[src/rtl/picorv32_ahb_pkg.sv]
// ----------------------------------------------------------------------------
// picorv32_ahb_pkg
// Shared constants for the PicoRV32-to-AHB-Lite bridge: AHB transfer type,
// size, burst and response encodings, plus the bridge FSM state type.
// No ports (package).
// ----------------------------------------------------------------------------
package picorv32_ahb_pkg;

    localparam logic [1:0] HTRANS_IDLE   = 2'b00;
    localparam logic [1:0] HTRANS_NONSEQ = 2'b10;

    localparam logic [2:0] HSIZE_BYTE    = 3'd0;
    localparam logic [2:0] HSIZE_HALF    = 3'd1;
    localparam logic [2:0] HSIZE_WORD    = 3'd2;

    localparam logic [2:0] HBURST_SINGLE = 3'b000;

    localparam logic       HRESP_OKAY    = 1'b0;
    localparam logic       HRESP_ERROR   = 1'b1;

    typedef enum logic [1:0] {
        ST_IDLE = 2'd0,
        ST_ADDR = 2'd1,
        ST_DATA = 2'd2,
        ST_RESP = 2'd3
    } ahb_state_t;

endpackage

[src/rtl/ahb_size_decode.sv]
// ----------------------------------------------------------------------------
// ahb_size_decode
// Combinational decode of PicoRV32 byte strobes into AHB transfer size,
// the low two address bits and the transfer direction.
// Ports:
//   mem_wstrb  in  4   byte strobes (0000 = read)
//   addr_lo    in  2   CPU address bits [1:0]
//   hsize      out 3   AHB transfer size
//   haddr_lo   out 2   AHB address bits [1:0]
//   hwrite     out 1   transfer is a write
//   illegal    out 1   strobe pattern has no AHB size; issued as a word write
// ----------------------------------------------------------------------------
module ahb_size_decode
    import picorv32_ahb_pkg::*;
(
    input  logic [3:0] mem_wstrb,
    input  logic [1:0] addr_lo,
    output logic [2:0] hsize,
    output logic [1:0] haddr_lo,
    output logic       hwrite,
    output logic       illegal
);

    // Writes are lane-aligned by the CPU, so the strobes alone locate the
    // bytes. Reads always fetch the whole aligned word, so the CPU's low
    // address bits are masked off rather than forwarded.
    always_comb begin
        hsize    = HSIZE_WORD;
        haddr_lo = 2'b00;
        hwrite   = 1'b1;
        illegal  = 1'b0;
        case (mem_wstrb)
            4'b0000: begin
                hwrite   = 1'b0;
                haddr_lo = addr_lo & 2'b00;
            end
            4'b1111: hsize = HSIZE_WORD;
            4'b0011: hsize = HSIZE_HALF;
            4'b1100: begin
                hsize    = HSIZE_HALF;
                haddr_lo = 2'b10;
            end
            4'b0001: hsize = HSIZE_BYTE;
            4'b0010: begin
                hsize    = HSIZE_BYTE;
                haddr_lo = 2'b01;
            end
            4'b0100: begin
                hsize    = HSIZE_BYTE;
                haddr_lo = 2'b10;
            end
            4'b1000: begin
                hsize    = HSIZE_BYTE;
                haddr_lo = 2'b11;
            end
            default: illegal = 1'b1;
        endcase
    end

endmodule

[src/rtl/picorv32_ahb_master.sv]
// ----------------------------------------------------------------------------
// picorv32_ahb_master
// Bridge from the PicoRV32 native memory interface to a single-master
// AHB-Lite bus. Each mem_valid request becomes one SINGLE NONSEQ transfer;
// transfers are strictly sequential (no address/data overlap).
// Ports:
//   hclk, hresetn                 clock, async active-low reset
//   mem_valid/instr/addr/wdata/wstrb   CPU request
//   mem_ready, mem_rdata, bus_err      CPU completion (one-cycle pulse)
//   haddr, htrans, hwrite, hsize, hburst, hprot, hwdata   AHB master outputs
//   hrdata, hready, hresp               AHB slave response
// ----------------------------------------------------------------------------
module picorv32_ahb_master
    import picorv32_ahb_pkg::*;
#(
    parameter logic [31:0] ERR_RDATA = 32'hDEAD_BEEF
) (
    input  logic        hclk,
    input  logic        hresetn,
    input  logic        mem_valid,
    input  logic        mem_instr,
    input  logic [31:0] mem_addr,
    input  logic [31:0] mem_wdata,
    input  logic [3:0]  mem_wstrb,
    output logic        mem_ready,
    output logic [31:0] mem_rdata,
    output logic        bus_err,
    output logic [31:0] haddr,
    output logic [1:0]  htrans,
    output logic        hwrite,
    output logic [2:0]  hsize,
    output logic [2:0]  hburst,
    output logic [3:0]  hprot,
    output logic [31:0] hwdata,
    input  logic [31:0] hrdata,
    input  logic        hready,
    input  logic        hresp
);

    ahb_state_t  state;
    logic        illegal_q;

    logic [2:0]  dec_hsize;
    logic [1:0]  dec_addr_lo;
    logic        dec_hwrite;
    logic        dec_illegal;

    ahb_size_decode u_size_decode (
        .mem_wstrb (mem_wstrb),
        .addr_lo   (mem_addr[1:0]),
        .hsize     (dec_hsize),
        .haddr_lo  (dec_addr_lo),
        .hwrite    (dec_hwrite),
        .illegal   (dec_illegal)
    );

    assign hburst = HBURST_SINGLE;

    // All AHB and CPU-side outputs are registered here. The request is
    // captured once in IDLE, so address/control stay frozen through any
    // number of ADDR or DATA wait states. hwdata is only reloaded for writes,
    // which leaves it holding its previous value across reads.
    // RESP never samples mem_valid: the detour through IDLE gives the CPU a
    // cycle to drop mem_valid so a finished request is not issued twice.
    always_ff @(posedge hclk or negedge hresetn) begin
        if (!hresetn) begin
            state     <= ST_IDLE;
            htrans    <= HTRANS_IDLE;
            haddr     <= 32'h0;
            hwrite    <= 1'b0;
            hsize     <= HSIZE_WORD;
            hprot     <= 4'h0;
            hwdata    <= 32'h0;
            mem_ready <= 1'b0;
            mem_rdata <= 32'h0;
            bus_err   <= 1'b0;
            illegal_q <= 1'b0;
        end else begin
            case (state)
                ST_IDLE: begin
                    if (mem_valid) begin
                        haddr     <= {mem_addr[31:2], dec_addr_lo};
                        hsize     <= dec_hsize;
                        hwrite    <= dec_hwrite;
                        hprot     <= {2'b00, 1'b1, ~mem_instr};
                        illegal_q <= dec_illegal;
                        if (dec_hwrite) begin
                            hwdata <= mem_wdata;
                        end
                        htrans    <= HTRANS_NONSEQ;
                        state     <= ST_ADDR;
                    end
                end
                ST_ADDR: begin
                    if (hready) begin
                        htrans <= HTRANS_IDLE;
                        state  <= ST_DATA;
                    end
                end
                ST_DATA: begin
                    // The first ERROR cycle arrives with hready low and is
                    // simply another wait cycle; completion is hready high.
                    if (hready) begin
                        if (hresp == HRESP_ERROR && !hwrite) begin
                            mem_rdata <= ERR_RDATA;
                        end else begin
                            mem_rdata <= hrdata;
                        end
                        mem_ready <= 1'b1;
                        bus_err   <= (hresp != HRESP_OKAY) || illegal_q;
                        state     <= ST_RESP;
                    end
                end
                ST_RESP: begin
                    mem_ready <= 1'b0;
                    bus_err   <= 1'b0;
                    state     <= ST_IDLE;
                end
                default: state <= ST_IDLE;
            endcase
        end
    end

endmodule

[config.mk]
export PLATFORM = sky130hd
export DESIGN_NAME = picorv32_ahb_master
export DESIGN_NICKNAME = d
export VERILOG_FILES = /design/src/rtl/picorv32_ahb_pkg.sv /design/src/rtl/ahb_size_decode.sv /design/src/rtl/picorv32_ahb_master.sv
export SDC_FILE = /design/constraint.sdc
export NUM_CORES = 1
export LEC_CHECK = 0
export ABC_AREA = 0
export CAP_MARGIN = 20
export CORE_MARGIN = 3
export CORE_UTILIZATION = 43
export CTS_CLUSTER_DIAMETER = 150
export DETAILED_ROUTE_END_ITERATION = 12
export PLACE_DENSITY = 0.93
export SLEW_MARGIN = 20
export SYNTH_ARGS = -nofsm -noshare
export SYNTH_HDL_FRONTEND = slang
export SYNTH_HIERARCHICAL = 1
export SYNTH_SLANG_ARGS = --single-unit
[constraint.sdc]
create_clock -name hclk -period 2.6 [get_ports hclk]
set_input_delay 0.52 -clock hclk [delete_from_list [all_inputs] [get_ports hclk]]
set_output_delay 0.52 -clock hclk [all_outputs]
set_load 0.005 [all_outputs]
* Word level (Yosys, flattened, before mapping)
Index checks and enable logic that the tools add are counted.
** Word-level totals
- Register bits after elaboration :: 109
- Latch bits :: 0
- Memory bits (writable) :: 0
- ROM bits :: 0
- Input port bits :: 106
- Logic and storage cells :: 59
- Memories kept :: 0
** Cells by class
- Add/subtract/negate cells :: 0
- Multiply operators :: 0
- Divide/modulo/power cells :: 0
- $lt $le $gt $ge :: 0
- Equality and inequality tests :: 13
- Shifts and indexed selects :: 0
- Mux-type cells :: 16
- Bitwise operators :: 2
- Reduce and logical (&&, ||, !) cells :: 17
** Operators with widths (count)
- $mux 32 :: 1
- $eq 4x4->1 const B :: 3
- $mux 2 :: 5
- $reduce_and 3->1 :: 3
- $eq 4x2->1 const B :: 2
- $pmux 2 s2 :: 2
- $pmux 2 s4 :: 1
- $reduce_or 8->1 :: 1
- $ne 2x2->1 const B :: 3
- $pmux 2 s3 :: 1
- $reduce_and 2->1 :: 3
- $eq 2x2->1 const B :: 2
- $eq 4x1->1 const B :: 1
- $eq 4x3->1 const B :: 1
- $logic_not 4->1 :: 1
- $mux 1 :: 4
- $pmux 1 s2 :: 2
- $reduce_bool 2->1 :: 2
- $reduce_or 2->1 :: 2
- $reduce_or 4->1 :: 1
- $eq 2x1->1 const B :: 1
- $logic_not 2->1 :: 1
- $not 1->1 :: 2
- $logic_and 1x1->1 :: 1
- 2 further kinds :: 2

* Depth between registers and ports, before layout
- Word-level depth :: 3
- Depth in mapped cells :: 7
- Gate-level depth less buffers :: 5

* Hierarchy
Netlist, hierarchy kept.
** By module, submodules not included
- picorv32_ahb_master :: times used 1, cells an instance 267, area each 4141.5 µm², sequential area each 2703.8 µm²
- ahb_size_decode :: times used 1, cells an instance 13, area each 86.3 µm², sequential area each 0.0 µm²

* Worst setup path after synthesis
Ideal clock, no wire load.
- Path kind :: input port to flip-flop
- Start :: input mem_wstrb[1]
- End :: register hwdata[10]
- Arrival time :: 1451 ps
- Path slack :: 1024 ps
- Stages on the path :: 5
- Path through :: nor2_1 -> nand2_1 -> nand3_2 -> buf_2 -> mux2_2
** Between the ends
- Cells in the longest elaborated chain, start to end :: 3
** RTL lines
- from (decl) :: line picorv32_ahb_master.sv:24 : input logic [3:0] mem_wstrb,
- $logic_not 4->1 :: line ahb_size_decode.sv:32 : case (mem_wstrb)
- $not 1->1 (no source line)
- $reduce_and 3->1 (no source line)
- to (signal assigned) :: line picorv32_ahb_master.sv:88 : hwdata <= mem_wdata;
- to (decl) :: line picorv32_ahb_master.sv:34 : output logic [31:0] hwdata,
No other way between the ends.
A chain may end at the register's enable or synchronous reset.

* Worst setup path after layout
- Start :: input mem_wstrb[1]
- End :: register hwdata[28]
Same word-level chain as after synthesis.

==> impl_metrics.sql <==
INSERT INTO impl_metrics (metric_group, metric, value, unit) VALUES
('yosys', 'yosysWarningCount', '6', ''),
('floorplanning', 'initial_standard_cell_utilization_of_the_core', '44.9', '%'),
('global_route', 'grt_max_degree', '51', ''),
('yosys', 'synth_cells', '280', ''),
('sta', 'timing.final.ws_setup', '0.689', 'ns'),
('global_route', 'grt_usage', '20.2', '%'),
('yosys', 'yosys.area.top_type', 'sky130_fd_sc_hd__dfrtp_1', ''),
('power_and_ir_drop', 'combinationalPowerShare', '46.0', '%'),
('worst_setup_path', 'critical_path_arrival', '2.15', 'ns'),
('place', 'dpl_cell_area', '6430', 'µm²'),
('worst_setup_path', 'critPathLaunchType', 'primary input', ''),
('drt', 'detail_route.vias_per_cell', '4.93', ''),
('final_layout', 'final.fill_count', '667', ''),
('global_route', 'grt_first_pass_wirelength', '17.6', 'mm'),
('drt', 'highest_layer_used_for_signal_routing', 'met4', ''),
('worst_setup_path', 'path_max_fanout', '32', ''),
('sta', 'clock_skew', '0.0208', 'ns'),
('worst_setup_path', 'reg2reg_from', 'state[0]$_DFFE_PN0P_', ''),
('power_and_ir_drop', 'design_power_total', '7.25', 'mW'),
('drt', 'met3_length', '895', 'µm'),
('final_layout', 'postLayoutCellArea', '6610', 'µm²'),
('drt', 'drt_wl_total', '10.9', 'mm'),
('yosys', 'post_synth_main_area_contributors', 'sky130_fd_sc_hd__dfrtp_1 63%, sky130_fd_sc_hd__mux2_2 18%, sky130_fd_sc_hd__o22a_1 5.0%', ''),
('power_and_ir_drop', 'p_seq_share', '40.9', '%'),
('sta', 'grt_setup_unrepaired', 'false', ''),
('power_and_ir_drop', 'power_share_of_the_clock_group', '13.1', '%'),
('drt', 'antenna_left', '0', ''),
('clock_tree', 'clkSinkCount', '108', ''),
('power_and_ir_drop', 'static-leakage-power', '2.74', 'nW'),
('drt', 'drt-wirelength-per-cell', '17.4', 'µm'),
('place', 'dpl_worst_slack', '0.331', 'ns'),
('yosys', 'synthesis.area_per_instance', '15.1', 'µm²'),
('sta', 'period_minus_slack', '1.91', 'ns'),
('worst_setup_path', 'worst_setup_path_startpoint', 'mem_wstrb[1]', ''),
('yosys', 'netlist_area', '4230', 'µm²'),
('place', 'port-buffer-count', '208', ''),
('clock_tree', 'post_cts_resize_count', '0', ''),
('floorplanning', 'core_area', '9420', 'µm²'),
('drt', 'detail_route.drc_violations', '0', ''),
('drt', 'm1WireLength', '4.03', 'mm'),
('floorplanning', 'placement_rows', '35', ''),
('power_and_ir_drop', 'pwr_density_cell', '1100', 'nW/µm²'),
('status', 'status', 'finished, final reports clean', ''),
('final_layout', 'drive_gt1_share', '19.8', '%'),
('sta', 'fmax', '523', 'MHz'),
('yosys', 'yosys_register_bits', '108', ''),
('floorplanning', 'die_w', '105', 'µm'),
('clock_tree', 'cts-root-to-sink-buffers', '2', ''),
('drt', 'num_vias', '3084', ''),
('clock_tree', 'cts_setup_buffers', '0', ''),
('sta', 'setup_viol_count_final', '0', ''),
('sta', 'slew-limit-headroom', '59.0', '%'),
('worst_setup_path', 'worstPathRequired', '2.84', 'ns'),
('run', 'timing.max_cap.violations', '0', ''),
('drt', 'routed-wl-met2', '5.85', 'mm'),
('place', 'placed_wire_length_estimate', '8.46', 'mm'),
('worst_setup_path', 'critPathKind', 'primary input to register', ''),
('clock_tree', 'cts_tree', 'done', ''),
('worst_setup_path', 'end_kind', 'register', ''),
('drt', 'first_iter_violations', '72', ''),
('power_and_ir_drop', 'sw_frac_of_total', '28.6', '%'),
('worst_setup_path', 'ff2ff_setup_slack', '0.91', 'ns'),
('power_and_ir_drop', 'cell_internal_pwr', '5.17', 'mW'),
('clock_tree', 'clk_pin_slew', '0.11', 'ns'),
('sta', 'final_hold_viol_count', '0', ''),
('drt', 'drtPass1Iterations', '4', ''),
('sta', 'finalSetupTns', '0', 'ns'),
('yosys', 'post-synth-top-area-fraction', '63.3', '%'),
('yosys', 'async_reset_ff_share', '100', '%'),
('final_layout', 'layout-area-overhead-vs-synth', '56.4', '%'),
('floorplanning', 'num_io_pins', '217', '');
-- cells in the mapped netlist, types with 2 or more instances --
cell type / instances
sky130_fd_sc_hd__a21oi_1: 5
sky130_fd_sc_hd__a22o_1: 8
sky130_fd_sc_hd__buf_2: 9
sky130_fd_sc_hd__buf_4: 7
sky130_fd_sc_hd__buf_6: 3
sky130_fd_sc_hd__conb_1: 2
sky130_fd_sc_hd__dfrtp_1: 107
sky130_fd_sc_hd__ha_1: 5
sky130_fd_sc_hd__inv_1: 5
sky130_fd_sc_hd__mux2_2: 68
sky130_fd_sc_hd__nand2_1: 7
sky130_fd_sc_hd__nand2b_1: 3
sky130_fd_sc_hd__nor2b_1: 3
sky130_fd_sc_hd__nor3_1: 4
sky130_fd_sc_hd__o21ai_0: 4
sky130_fd_sc_hd__o22a_1: 24
sky130_fd_sc_hd__xnor2_1: 2
-- sequential cells by signal, indices dropped and copies added, names as in the netlist --
| name | cells |
|---|---|
| bus_err | 1 |
| haddr | 32 |
| hprot | 2 |
| hsize | 3 |
| htrans | 1 |
| hwdata | 32 |
| hwrite | 1 |
| illegal_q | 1 |
| mem_rdata | 32 |
| mem_ready | 1 |
| state | 2 |
-- metrics by stage --
step | cells | hold slack (ns) | util, %
floorplan | 285 | 0.224 | -
global placement | 609 | 0.449 | 68.3
finish | 625 | 0.0703 | 70.2
global route | 625 | 0.0704 | 70.2
detailed placement | 609 | 0.451 | 68.3
CTS | 625 | 0.0716 | 70.2
-- final cells by class --
class | instances | area (µm²) | share of cell area, %
well taps | 129 | 161 | 2.44
clock inverters | 5 | 43.8 | 0.662
flip-flops and latches | 108 | 2700 | 40.9
multi-input cells | 153 | 1400 | 21.1
clock buffers | 11 | 141 | 2.14
repair buffers | 214 | 2150 | 32.5
inverters | 5 | 18.8 | 0.284
-- worst max-delay path by stage --
| stage | endpoint | slack (ns) | depth (start not counted) |
|---|---|---|---|
| 2_1_floorplan | hwdata[10]$_DFFE_PN0P_ | 1.02 | 5 |
| 6_report | hwdata[28]$_DFFE_PN0P_ | 0.69 | 6 |
| 3_5_place_dp | hwdata[18]$_DFFE_PN0P_ | 0.33 | 6 |
| 5_1_grt | hwrite | 0.57 | 1 |
| 3_3_place_gp | hwdata[23]$_DFFE_PN0P_ | 0.41 | 6 |
| 4_1_cts | hwrite | 0.64 | 1 |
-- per-layer routing --
layer,GRT usage [%],up-vias
met5,0,-
met4,5.53,0
met3,7.29,8
met2,36.6,143
met1,22.1,1526
li1,-,1407
-- power by group through the flow --
stage / clock network, mW / logic (mW) / registers [mW]
floorplan: 0 / 1.24 / 3.00
finish: 0.950 / 3.33 / 2.96
detailed placement: 0 / 3.37 / 3.01
global placement: 0 / 3.26 / 2.93
CTS: 0.993 / 3.39 / 2.97
global route: 1.06 / 3.58 / 3.06
-- worst max-delay path: stages --
cell                              delay (ns)
sky130_fd_sc_hd__clkdlybuf4s50_1        0.51
sky130_fd_sc_hd__nor2_1                 0.26
sky130_fd_sc_hd__nand2_1                0.14
sky130_fd_sc_hd__nand3_2                0.13
sky130_fd_sc_hd__buf_12                 0.21
sky130_fd_sc_hd__mux2_2                 0.36
-- kinds of logic (layout without fill, tap and decap cells) --
group	after synthesis	in the layout	share of synthesized area, %
muxes	68	68	18.1
DFF	108	108	64.0
buffers and inverters	24	235	3.55
AOI/OAI and AO/OA	48	48	9.23
and+or+nand+nor	23	23	3.08
adders and majority gates	5	5	1.48
other	2	7	0.178
xor gates and xnor gates	2	2	0.414
Note: power is estimated with default switching activity, not from simulation.
